[src/rtl/keystroke_uart_rx_if.sv]
// Serial-side bundle of the keystroke receiver: the RX pin in, the decoded byte and strobes out.
// Keystroke_Valid and Framing_Error are one-cycle strobes with no ready: the consumer must
// capture Keystroke in the Keystroke_Valid cycle; Keystroke then holds until the next good frame.
interface keystroke_uart_rx_if;
  logic       RX;
  logic [7:0] Keystroke;
  logic       Keystroke_Valid;
  logic       Framing_Error;

  modport master (
    output RX,
    input  Keystroke,
    input  Keystroke_Valid,
    input  Framing_Error
  );

  modport slave (
    input  RX,
    output Keystroke,
    output Keystroke_Valid,
    output Framing_Error
  );
endinterface

[src/rtl/keystroke_uart_rx.sv]
// UART 8N1 receiver: synchronises RX, samples mid-bit and presents the last good byte
// as a held level plus one-cycle valid / framing-error strobes.
module keystroke_uart_rx #(
  parameter int CLKS_PER_BIT = 217
) (
  input  logic                 CLK,
  input  logic                 RST,
  keystroke_uart_rx_if.slave   uart,
  output logic [1:0]           o_dbg_state
);

  typedef enum logic [1:0] {
    S_IDLE  = 2'd0,
    S_START = 2'd1,
    S_DATA  = 2'd2,
    S_STOP  = 2'd3
  } state_t;

  localparam int            CW   = $clog2(CLKS_PER_BIT);
  localparam logic [CW-1:0] HALF = CW'((CLKS_PER_BIT - 1) / 2);
  localparam logic [CW-1:0] LAST = CW'(CLKS_PER_BIT - 1);

  logic          r_sync1;
  logic          r_rx_s;
  state_t        r_state;
  logic [CW-1:0] r_cnt;
  logic [2:0]    r_idx;
  logic [7:0]    r_shift;
  logic [7:0]    r_key;
  logic          r_valid;
  logic          r_ferr;

  state_t        w_state_nxt;
  logic [CW-1:0] w_cnt_nxt;
  logic [2:0]    w_idx_nxt;
  logic [7:0]    w_shift_nxt;
  logic [7:0]    w_key_nxt;
  logic          w_valid_nxt;
  logic          w_ferr_nxt;

  // Strobes are registered, so they appear the cycle after the stop sample,
  // which is also the first cycle back in IDLE.
  always_comb begin
    w_state_nxt = r_state;
    w_cnt_nxt   = r_cnt;
    w_idx_nxt   = r_idx;
    w_shift_nxt = r_shift;
    w_key_nxt   = r_key;
    w_valid_nxt = 1'b0;
    w_ferr_nxt  = 1'b0;

    case (r_state)
      S_IDLE: begin
        w_cnt_nxt = '0;
        if (!r_rx_s) begin
          w_state_nxt = S_START;
        end
      end

      S_START: begin
        if (r_cnt == HALF) begin
          w_cnt_nxt = '0;
          if (!r_rx_s) begin
            w_idx_nxt   = 3'd0;
            w_state_nxt = S_DATA;
          end else begin
            w_state_nxt = S_IDLE;
          end
        end else begin
          w_cnt_nxt = r_cnt + CW'(1);
        end
      end

      S_DATA: begin
        if (r_cnt == LAST) begin
          w_cnt_nxt          = '0;
          w_shift_nxt[r_idx] = r_rx_s;
          if (r_idx == 3'd7) begin
            w_state_nxt = S_STOP;
          end else begin
            w_idx_nxt = r_idx + 3'd1;
          end
        end else begin
          w_cnt_nxt = r_cnt + CW'(1);
        end
      end

      S_STOP: begin
        if (r_cnt == LAST) begin
          w_cnt_nxt   = '0;
          w_state_nxt = S_IDLE;
          if (r_rx_s) begin
            w_key_nxt   = r_shift;
            w_valid_nxt = 1'b1;
          end else begin
            w_ferr_nxt = 1'b1;
          end
        end else begin
          w_cnt_nxt = r_cnt + CW'(1);
        end
      end

      default: begin
        w_state_nxt = S_IDLE;
        w_cnt_nxt   = '0;
      end
    endcase
  end

  // Synchroniser flops reset high so a reset never looks like a start edge.
  always_ff @(posedge CLK) begin
    if (RST) begin
      r_sync1 <= 1'b1;
      r_rx_s  <= 1'b1;
      r_state <= S_IDLE;
      r_cnt   <= '0;
      r_idx   <= 3'd0;
      r_shift <= 8'h00;
      r_key   <= 8'h00;
      r_valid <= 1'b0;
      r_ferr  <= 1'b0;
    end else begin
      r_sync1 <= uart.RX;
      r_rx_s  <= r_sync1;
      r_state <= w_state_nxt;
      r_cnt   <= w_cnt_nxt;
      r_idx   <= w_idx_nxt;
      r_shift <= w_shift_nxt;
      r_key   <= w_key_nxt;
      r_valid <= w_valid_nxt;
      r_ferr  <= w_ferr_nxt;
    end
  end

  assign uart.Keystroke       = r_key;
  assign uart.Keystroke_Valid = r_valid;
  assign uart.Framing_Error   = r_ferr;
  assign o_dbg_state          = r_state;

endmodule

[src/flat_wrapper.sv]
// flat-port wrapper written by rule: the top's interface ports become plain ports
module keystroke_uart_rx_flat 
#(
  parameter int CLKS_PER_BIT = 217
)
  (CLK, RST, o_dbg_state, uart_RX, uart_Keystroke, uart_Keystroke_Valid, uart_Framing_Error);
  keystroke_uart_rx_if uart_i ();
  input  logic CLK;
  input  logic RST;
  output logic [1:0] o_dbg_state;
  input wire logic [$bits(uart_i.RX)-1:0] uart_RX;
  output wire logic [$bits(uart_i.Keystroke)-1:0] uart_Keystroke;
  output wire logic [$bits(uart_i.Keystroke_Valid)-1:0] uart_Keystroke_Valid;
  output wire logic [$bits(uart_i.Framing_Error)-1:0] uart_Framing_Error;
  assign uart_i.RX = uart_RX;
  assign uart_Keystroke = uart_i.Keystroke;
  assign uart_Keystroke_Valid = uart_i.Keystroke_Valid;
  assign uart_Framing_Error = uart_i.Framing_Error;
  keystroke_uart_rx #(.CLKS_PER_BIT(CLKS_PER_BIT)) u_core (.CLK(CLK), .RST(RST), .uart(uart_i), .o_dbg_state(o_dbg_state));
endmodule
[config.mk]
export PLATFORM = sky130hd
export DESIGN_NAME = keystroke_uart_rx_flat
export DESIGN_NICKNAME = d
export VERILOG_FILES = /design/src/rtl/keystroke_uart_rx_if.sv /design/src/rtl/keystroke_uart_rx.sv /design/src/flat_wrapper.sv
export SDC_FILE = /design/constraint.sdc
export NUM_CORES = 1
export LEC_CHECK = 0
export ABC_AREA = 0
export CAP_MARGIN = 20
export CORE_MARGIN = 8
export CORE_UTILIZATION = 40
export DETAILED_ROUTE_END_ITERATION = 8
export PLACE_DENSITY_LB_ADDON = 0.2
export SLEW_MARGIN = 20
export SYNTH_ARGS = -nofsm -noshare
export SYNTH_HDL_FRONTEND = slang
export SYNTH_SLANG_ARGS = --single-unit
[constraint.sdc]
create_clock -name CLK -period 3.2 [get_ports CLK]
set_clock_uncertainty 0.05 [all_clocks]
set_input_delay 0.64 -clock CLK [delete_from_list [all_inputs] [get_ports CLK]]
set_output_delay 0.64 -clock CLK [all_outputs]
set_load 0.005 [all_outputs]
==> results of run 1 <==
## worst max path at each step
| stage | end | start |
|---|---|---|
| floorplan | u_core.r_idx[1] | u_core.r_idx[0] |
| global placement | u_core.r_shift[5] | RST |
| detailed placement | u_core.r_shift[1] | RST |
| CTS | u_core.r_idx[2] | u_core.r_idx[0] |
| global route | u_core.r_shift[6] | u_core.o_dbg_state[0] |
| finish | u_core.r_idx[2] | u_core.r_idx[0] |
## flip-flops by register name, summed over array words and instances (netlist names), named ones only
register	flops
u_core.uart.Framing_Error	1
u_core.uart.Keystroke_Valid	1
u_core.r_idx	3
u_core.uart.Keystroke	8
u_core.o_dbg_state	1
u_core.r_shift	8
u_core.r_rx_s	1
u_core.r_sync1	1
u_core.r_cnt	8
## worst reg2reg max path: stages, from the launching register on
cell and delay, ps:
dfxtp_1 390, ha_1 230, ha_1 220, o31a_1 370, or4_1 530, a21oi_1 150
## logic make-up (layout without fill, tap and decap cells)
group,Yosys count,in the layout,synth area share
AOI/OAI and AO/OA,13,13,0.06251
xor gates and xnor gates,6,6,0.03455
adders and majority gates,9,9,0.07401
buffers and inverters,16,33,0.04029
DFF,33,33,0.4342
muxes,17,17,0.1118
and+or+nand+nor,69,69,0.2426
## report_power, final
| part | internal (mW) | switching (mW) | total, mW | leakage (nW) |
|---|---|---|---|---|
| combinational | 0.0223 | 0.0293 | 0.0516 | 0.434 |
| clock | 0.194 | 0.142 | 0.336 | 0.0542 |
| sequential | 0.415 | 0.00505 | 0.420 | 0.266 |
## layout make-up
type	count	area [um^2]
fillers	365	1854
multi-input cells	114	799.5
flip-flops and latches	33	660.6
repair buffers	15	147.6
clock buffers	7	96.34
well taps	48	60.06
inverters	10	37.54
clock inverters	1	5.005
## metrics by stage
step / worst slack [ps] / hold slack, ps / utilization
after floorplan: 1360 / 339.5 / -
after global placement: 1083 / 344.9 / 0.4658
after detailed placement: 1014 / 348.5 / 0.4658
after CTS: 1181 / 365.2 / 0.4935
after global routing: 972.1 / 372.0 / 0.4935
final: 1182 / 361.0 / 0.4935
## layer usage
metal | GRT usage | up-vias | part of all wire | wire, um
li1 | - | 593 | - | -
met5 | 0 | - | 0 | 0
met3 | 0.04493 | 4 | 0.061 | 177
met1 | 0.1199 | 536 | 0.47 | 1373
met2 | 0.1646 | 19 | 0.46 | 1329
met4 | 0.03962 | 0 | 0.0069 | 20
## cells in the final DEF (no fill, tap or decap), drive strengths merged
| cell type | instances |
|---|---|
| inv | 10 |
| clkbuf | 7 |
| and3 | 1 |
| nand4b | 1 |
| clkinv | 1 |
| nor4 | 1 |
| o41a | 1 |
| a21oi | 3 |
| nor3 | 2 |
| a211o | 1 |
| buf | 1 |
| ha | 9 |
| nand2b | 10 |
| mux2i | 17 |
| o31a | 1 |
| o31ai | 4 |
| o22ai | 1 |
| nor2 | 22 |
| xor2 | 3 |
| or4 | 3 |
| and4 | 2 |
| a2bb2oi | 1 |
| nand4 | 6 |
| or2 | 3 |
| dfxtp | 33 |
| nor2b | 2 |
| clkdlybuf4s50 | 14 |
| a31oi | 1 |
| and2 | 2 |
| nand3 | 4 |
| xnor2 | 3 |
| nand2 | 8 |
| nand4bb | 1 |
| or4b | 1 |
==> impl_metrics.prom, run 1 <==
# TYPE chip_impl_metric gauge
chip_impl_info{name="status",value="finished, final reports clean"} 1
chip_impl_metric{name="chipHeight",unit="um"} 77.68
chip_impl_info{name="tritoncts",value="done"} 1
chip_impl_metric{name="max-clock-path-buffers",unit=""} 2
chip_impl_info{name="critical-path-top-cell-by-count",value="ha_1"} 1
chip_impl_metric{name="hold_depth",unit=""} 1
chip_impl_metric{name="routedWlPerCell",unit="um"} 12.72
chip_impl_metric{name="io_pins",unit=""} 15
chip_impl_metric{name="timing.max_cap.violations",unit=""} 0
chip_impl_metric{name="r2r_setup_slack",unit="ps"} 1180
chip_impl_metric{name="async_flop_share",unit=""} 0
chip_impl_info{name="r2r_start",value="u_core.r_idx[0]"} 1
chip_impl_metric{name="worstPathRequired",unit="ps"} 3350
chip_impl_metric{name="tightest_slew",unit="ps"} 636.3
chip_impl_metric{name="die_area",unit="um^2"} 6033
chip_impl_info{name="min_to",value="u_core.r_rx_s"} 1
chip_impl_metric{name="slowest_delay",unit="ps"} 530
chip_impl_info{name="clock-root-buffer",value="clkbuf_8"} 1
chip_impl_metric{name="vias",unit=""} 1152
chip_impl_metric{name="synth_seq_cells",unit=""} 33
chip_impl_info{name="synth.area.top_cells",value="dfxtp_1 43%, mux2i_1 11%, ha_1 7.4%"} 1
chip_impl_info{name="ys_dominant_reg_cell",value="dfxtp_1"} 1
chip_impl_info{name="synth.most_common_cell",value="dfxtp_1"} 1
chip_impl_metric{name="post_cts.resized_instances",unit=""} 0
chip_impl_info{name="worst_r2r_endpoint",value="u_core.r_idx[2]"} 1
chip_impl_metric{name="syn2layout_area_growth",unit="%"} 18.75
chip_impl_metric{name="detailed_place_hpwl",unit="mm"} 2.172
chip_impl_metric{name="ys_types",unit=""} 34
chip_impl_metric{name="placed_cell_area",unit="um^2"} 1705
chip_impl_metric{name="ant_nets",unit=""} 0
chip_impl_metric{name="nNetsFinal",unit=""} 191
chip_impl_metric{name="cts_hold_buffers",unit=""} 0
chip_impl_metric{name="timing.final.crit_share",unit=""} 0.6307
chip_impl_metric{name="clk_transition_reported_paths",unit="ps"} 60
chip_impl_info{name="critPathTopFamily",value="simple AND/OR/NAND/NOR gates"} 1
chip_impl_metric{name="grt_remaining_overflow",unit=""} 0
chip_impl_metric{name="drt_wirelength",unit="mm"} 2.900
chip_impl_metric{name="drc_errors",unit=""} 0
chip_impl_info{name="cp_cell_sequence",value="ha_1 -> ha_1 -> o31a_1 -> or4_1 -> a21oi_1"} 1
chip_impl_metric{name="cts_htree_levels",unit=""} 2
chip_impl_metric{name="setup_tns",unit="ps"} 0
chip_impl_metric{name="cts_made_buffers",unit=""} 5
chip_impl_metric{name="post_route_cells_drive_above_1_share",unit=""} 0.06111
chip_impl_info{name="timing.hold.worst.start",value="u_core.r_sync1"} 1
chip_impl_info{name="worst-setup-path-type",value="flip-flop to flip-flop"} 1
chip_impl_metric{name="worst_skew_pair.late_latency",unit="ps"} 280
chip_impl_metric{name="initial_utilization",unit=""} 0.4156
chip_impl_metric{name="final_cell_area",unit="um^2"} 1807
chip_impl_metric{name="n_antenna_cell",unit=""} 0
chip_impl_metric{name="max-vdd-ir-drop",unit="V"} 0.0002155
chip_impl_metric{name="power_per_cell_area",unit="nW/um^2"} 446.8
chip_impl_info{name="critical_path.slowest_cell",value="or4_1"} 1
chip_impl_metric{name="core",unit="um^2"} 3661
chip_impl_metric{name="worst-path-buf-inv",unit=""} 0
chip_impl_metric{name="synth.avg_cell_area",unit="um^2"} 9.334
chip_impl_metric{name="relSlewSlack",unit=""} 0.5745
chip_impl_info{name="worst_hold_path_type",value="flip-flop to flip-flop"} 1
chip_impl_metric{name="gpl.final_weighted_congestion",unit=""} 0.7821
chip_impl_metric{name="antenna_found_initial",unit=""} 0
chip_impl_metric{name="r2r.worst_path.cells",unit=""} 5
chip_impl_metric{name="timing.final.max_slew_violations",unit=""} 0
chip_impl_info{name="category_of_the_worst_setup_path_capture_point",value="flip-flop"} 1
chip_impl_metric{name="report.final.setup_viol",unit=""} 0
chip_impl_metric{name="dieWidth",unit="um"} 77.68
chip_impl_metric{name="numPlacedInstances",unit=""} 220
chip_impl_metric{name="cellLeakagePower",unit="nW"} 0.7542
chip_impl_metric{name="clock.fmax",unit="MHz"} 495.5
chip_impl_metric{name="number_of_sinks_on_the_clock_net",unit=""} 33
chip_impl_metric{name="worst-endpoint-arrival",unit="ps"} 2170
chip_impl_metric{name="first_pass_grt_wire_length",unit="mm"} 5.195
chip_impl_metric{name="synth_cells",unit=""} 163
chip_impl_metric{name="final_cells",unit=""} 228
chip_impl_metric{name="post-layout-total-power",unit="mW"} 0.8072
chip_impl_metric{name="globalRouteTotalUtil",unit=""} 0.1036
chip_impl_metric{name="fraction_of_post_synthesis_cell_area_in_the_top_cell_type_by_area",unit=""} 0.4342
chip_impl_info{name="synth.largest_area_cell",value="dfxtp_1"} 1
chip_impl_metric{name="cp_max_fo",unit=""} 9
chip_impl_metric{name="synth.yosys.seq_area_share",unit=""} 0.4342
chip_impl_metric{name="postCtsSetupBuffers",unit=""} 0
chip_impl_metric{name="mapped_cell_area",unit="um^2"} 1521
chip_impl_metric{name="placementRows",unit=""} 22
chip_impl_info{name="grt_setup_unrepaired",value="no"} 1
chip_impl_metric{name="worst-path-stages",unit=""} 5
chip_impl_metric{name="detailedRoute.firstIterationViolations",unit=""} 48
chip_impl_metric{name="place.port_buffers",unit=""} 14
chip_impl_metric{name="drtPass1Iterations",unit=""} 4
chip_impl_metric{name="finalWorstPathRequiredPeriod",unit="ps"} 2018
chip_impl_info{name="cp-start-kind",value="flip-flop"} 1
chip_impl_metric{name="finalHoldViolCount",unit=""} 0
chip_impl_metric{name="viasPerCell",unit=""} 5.053
chip_impl_metric{name="grt_start_max_net_pins",unit=""} 20
chip_impl_metric{name="synthesis.yosys.warnings",unit=""} 0
chip_impl_info{name="synth_commonest_cells",value="33 x dfxtp_1, 22 x nor2_1, 17 x mux2i_1, 10 x inv_1, 10 x nand2b_1"} 1
chip_impl_metric{name="number_of_enable_flip_flop_cells_after_synthesis",unit=""} 0
chip_impl_metric{name="syn_nets",unit=""} 175
chip_impl_metric{name="grt_pass1_vias",unit=""} 1174
Note: power is estimated with default switching activity, not from simulation.
==> run 2: changes to the inputs <==
clock period = 1.9 ns   (was 3.2 ns; I/O delays follow)
==> impl_metrics.prom, run 2 (synthesis results as in run 1) <==
# TYPE chip_impl_metric gauge
chip_impl_metric{name="cts_hold_buffers",unit=""} 0
chip_impl_metric{name="final_cells",unit=""} 240
chip_impl_metric{name="final_cell_area",unit="um^2"} 1936
chip_impl_metric{name="met3_length",unit="um"} 189
chip_impl_metric{name="grt_start_max_net_pins",unit=""} 18
chip_impl_metric{name="grt_pass1_vias",unit=""} 1127
chip_impl_metric{name="place.port_buffers",unit=""} 14
chip_impl_info{name="layout.cells.most_common",value="dfxtp_1"} 1
chip_impl_metric{name="routedLengthMet1",unit="mm"} 1.377
chip_impl_metric{name="tightest_slew",unit="ps"} 490.2
chip_impl_metric{name="vias",unit=""} 1224
chip_impl_metric{name="drt_wirelength",unit="mm"} 3.163
chip_impl_metric{name="power_frac_clock",unit=""} 0.376
chip_impl_metric{name="power_frac_seq",unit=""} 0.543
chip_impl_metric{name="detailed_place_hpwl",unit="mm"} 2.201
chip_impl_metric{name="initial_utilization",unit=""} 0.4156
chip_impl_metric{name="worstPathRequired",unit="ps"} 2010
chip_impl_info{name="most-common-layout-cells",value="29 x dfxtp_1, 22 x nor2_1, 17 x mux2i_1, 14 x clkdlybuf4s50_1, 13 x buf_4"} 1
chip_impl_info{name="status",value="finished, final reports clean"} 1
chip_impl_metric{name="die_area",unit="um^2"} 6033
chip_impl_metric{name="globalRouteTotalUtil",unit=""} 0.1031
chip_impl_metric{name="first_pass_grt_wire_length",unit="mm"} 5.009
chip_impl_metric{name="met2_length",unit="mm"} 1.495
chip_impl_metric{name="relSlewSlack",unit=""} 0.6704
chip_impl_info{name="cp-start-kind",value="flip-flop"} 1
chip_impl_metric{name="chipHeight",unit="um"} 77.68
chip_impl_metric{name="finalWorstPathRequiredPeriod",unit="ps"} 1885
chip_impl_metric{name="switching_share",unit=""} 0.2280
chip_impl_metric{name="ant_nets",unit=""} 0
chip_impl_metric{name="worst-endpoint-arrival",unit="ps"} 1990
chip_impl_metric{name="fin_worst_hold_slack",unit="ps"} 359.9
chip_impl_metric{name="routedWlPerCell",unit="um"} 13.18
chip_impl_metric{name="cp_max_fo",unit=""} 5
chip_impl_metric{name="viasPerCell",unit=""} 5.100
chip_impl_metric{name="cellInternalPower",unit="mW"} 1.003
chip_impl_metric{name="worst_skew_pair.late_latency",unit="ps"} 280
chip_impl_metric{name="core",unit="um^2"} 3661
chip_impl_info{name="highest_metal_used",value="met4"} 1
chip_impl_metric{name="n_antenna_cell",unit=""} 0
chip_impl_metric{name="nNetsFinal",unit=""} 203
chip_impl_metric{name="timing.final.max_slew_violations",unit=""} 0
chip_impl_metric{name="max-clock-path-buffers",unit=""} 2
chip_impl_metric{name="power_per_cell_area",unit="nW/um^2"} 671.5
chip_impl_metric{name="timing.final.crit_share",unit=""} 0.9920
chip_impl_metric{name="drc_errors",unit=""} 0
chip_impl_metric{name="cts_htree_levels",unit=""} 2
chip_impl_metric{name="max-vdd-ir-drop",unit="V"} 0.0003413
chip_impl_metric{name="report.final.setup_viol",unit=""} 0
chip_impl_metric{name="total_switching_power",unit="mW"} 0.2963
chip_impl_metric{name="clock.fmax",unit="MHz"} 530.6
chip_impl_metric{name="io_pins",unit=""} 15
chip_impl_metric{name="placementRows",unit=""} 22
chip_impl_metric{name="grt_remaining_overflow",unit=""} 0
chip_impl_metric{name="finalHoldViolCount",unit=""} 0
chip_impl_metric{name="numPlacedInstances",unit=""} 228
chip_impl_info{name="worst_hold_path_type",value="flip-flop to flip-flop"} 1
chip_impl_metric{name="antenna_found_initial",unit=""} 0
chip_impl_metric{name="combPwrFrac",unit=""} 0.081
chip_impl_metric{name="cellLeakagePower",unit="nW"} 0.8098
chip_impl_metric{name="post-layout-total-power",unit="mW"} 1.300
chip_impl_info{name="category_of_the_worst_setup_path_capture_point",value="flip-flop"} 1
chip_impl_info{name="worst-setup-path-type",value="flip-flop to flip-flop"} 1
chip_impl_metric{name="drtPass1Iterations",unit=""} 4
chip_impl_metric{name="timing.max_cap.violations",unit=""} 0
chip_impl_metric{name="setup_tns",unit="ps"} 0
chip_impl_metric{name="dieWidth",unit="um"} 77.68
chip_impl_metric{name="placed_cell_area",unit="um^2"} 1765
chip_impl_metric{name="gpl.final_weighted_congestion",unit=""} 0.8049
chip_impl_metric{name="detailedRoute.firstIterationViolations",unit=""} 65
chip_impl_metric{name="clk_transition_reported_paths",unit="ps"} 60
chip_impl_metric{name="syn2layout_area_growth",unit="%"} 27.22
chip_impl_metric{name="number_of_sinks_on_the_clock_net",unit=""} 33
chip_impl_metric{name="post_route_cells_drive_above_1_share",unit=""} 0.1823
chip_impl_info{name="tritoncts",value="done"} 1
chip_impl_metric{name="cts_made_buffers",unit=""} 5
chip_impl_info{name="clock-root-buffer",value="clkbuf_8"} 1
run 2: per-stage QoR:
| stage | setup WS [ps] | utilization |
|---|---|---|
| after CTS | 16.83 | 0.5041 |
| after floorplan | 60.49 | - |
| after global routing | -44.14 | 0.5287 |
| after global placement | 97.76 | 0.4822 |
| after detailed placement | 27.17 | 0.4822 |
| final | 15.28 | 0.5287 |
run 2: path summary, 6_finish.rpt:
path,start,depth (start not counted),slack [ps],end
hold reg to reg,u_core.r_sync1,1,360,u_core.r_rx_s
setup reg to reg,u_core.r_cnt[1],7,20,u_core.r_idx[0]
setup / recovery,u_core.r_cnt[1],7,20,u_core.r_idx[0]
hold / removal,u_core.r_sync1,1,360,u_core.r_rx_s
run 2: final cells by class:
class / count / area (um^2)
Tap cell: 48 / 60.06
Timing Repair Buffer: 27 / 237.7
Fill cell: 321 / 1725
Sequential cell: 33 / 668.1
Inverter: 10 / 40.04
Clock buffer: 8 / 80.08
Multi-Input combinational cell: 114 / 849.6
run 2: layer usage:
metal | up-vias | GRT usage
met5 | - | 0
met4 | 0 | 0.05472
met3 | 11 | 0.04493
met2 | 32 | 0.1612
met1 | 567 | 0.1158
li1 | 614 | -
run 2: power groups by stage:
| stage | Clock (mW) | Combinational (mW) | Sequential, mW |
|---|---|---|---|
| 3_3_place_gp | 0 | 0.0898 | 0.721 |
| 2_1_floorplan | 0 | 0.0603 | 0.722 |
| 5_1_grt | 0.544 | 0.117 | 0.706 |
| 4_1_cts | 0.512 | 0.0935 | 0.707 |
| 6_report | 0.489 | 0.105 | 0.705 |
| 3_5_place_dp | 0 | 0.0925 | 0.722 |
run 2: what timing repair did:
item,4_1_cts,5_1_grt
gates resized for setup,0,19
endpoints found under the hold margin,0,0
endpoints found under the setup margin,0,3
setup buffers,0,4
run 2: critical path, cell delays in order, from the launching register on:
cell	delay [ps]
dfxtp_4	360
inv_4	60
ha_4	140
nand2_2	50
o41a_1	450
buf_4	170
o31ai_1	370
a21oi_2	100
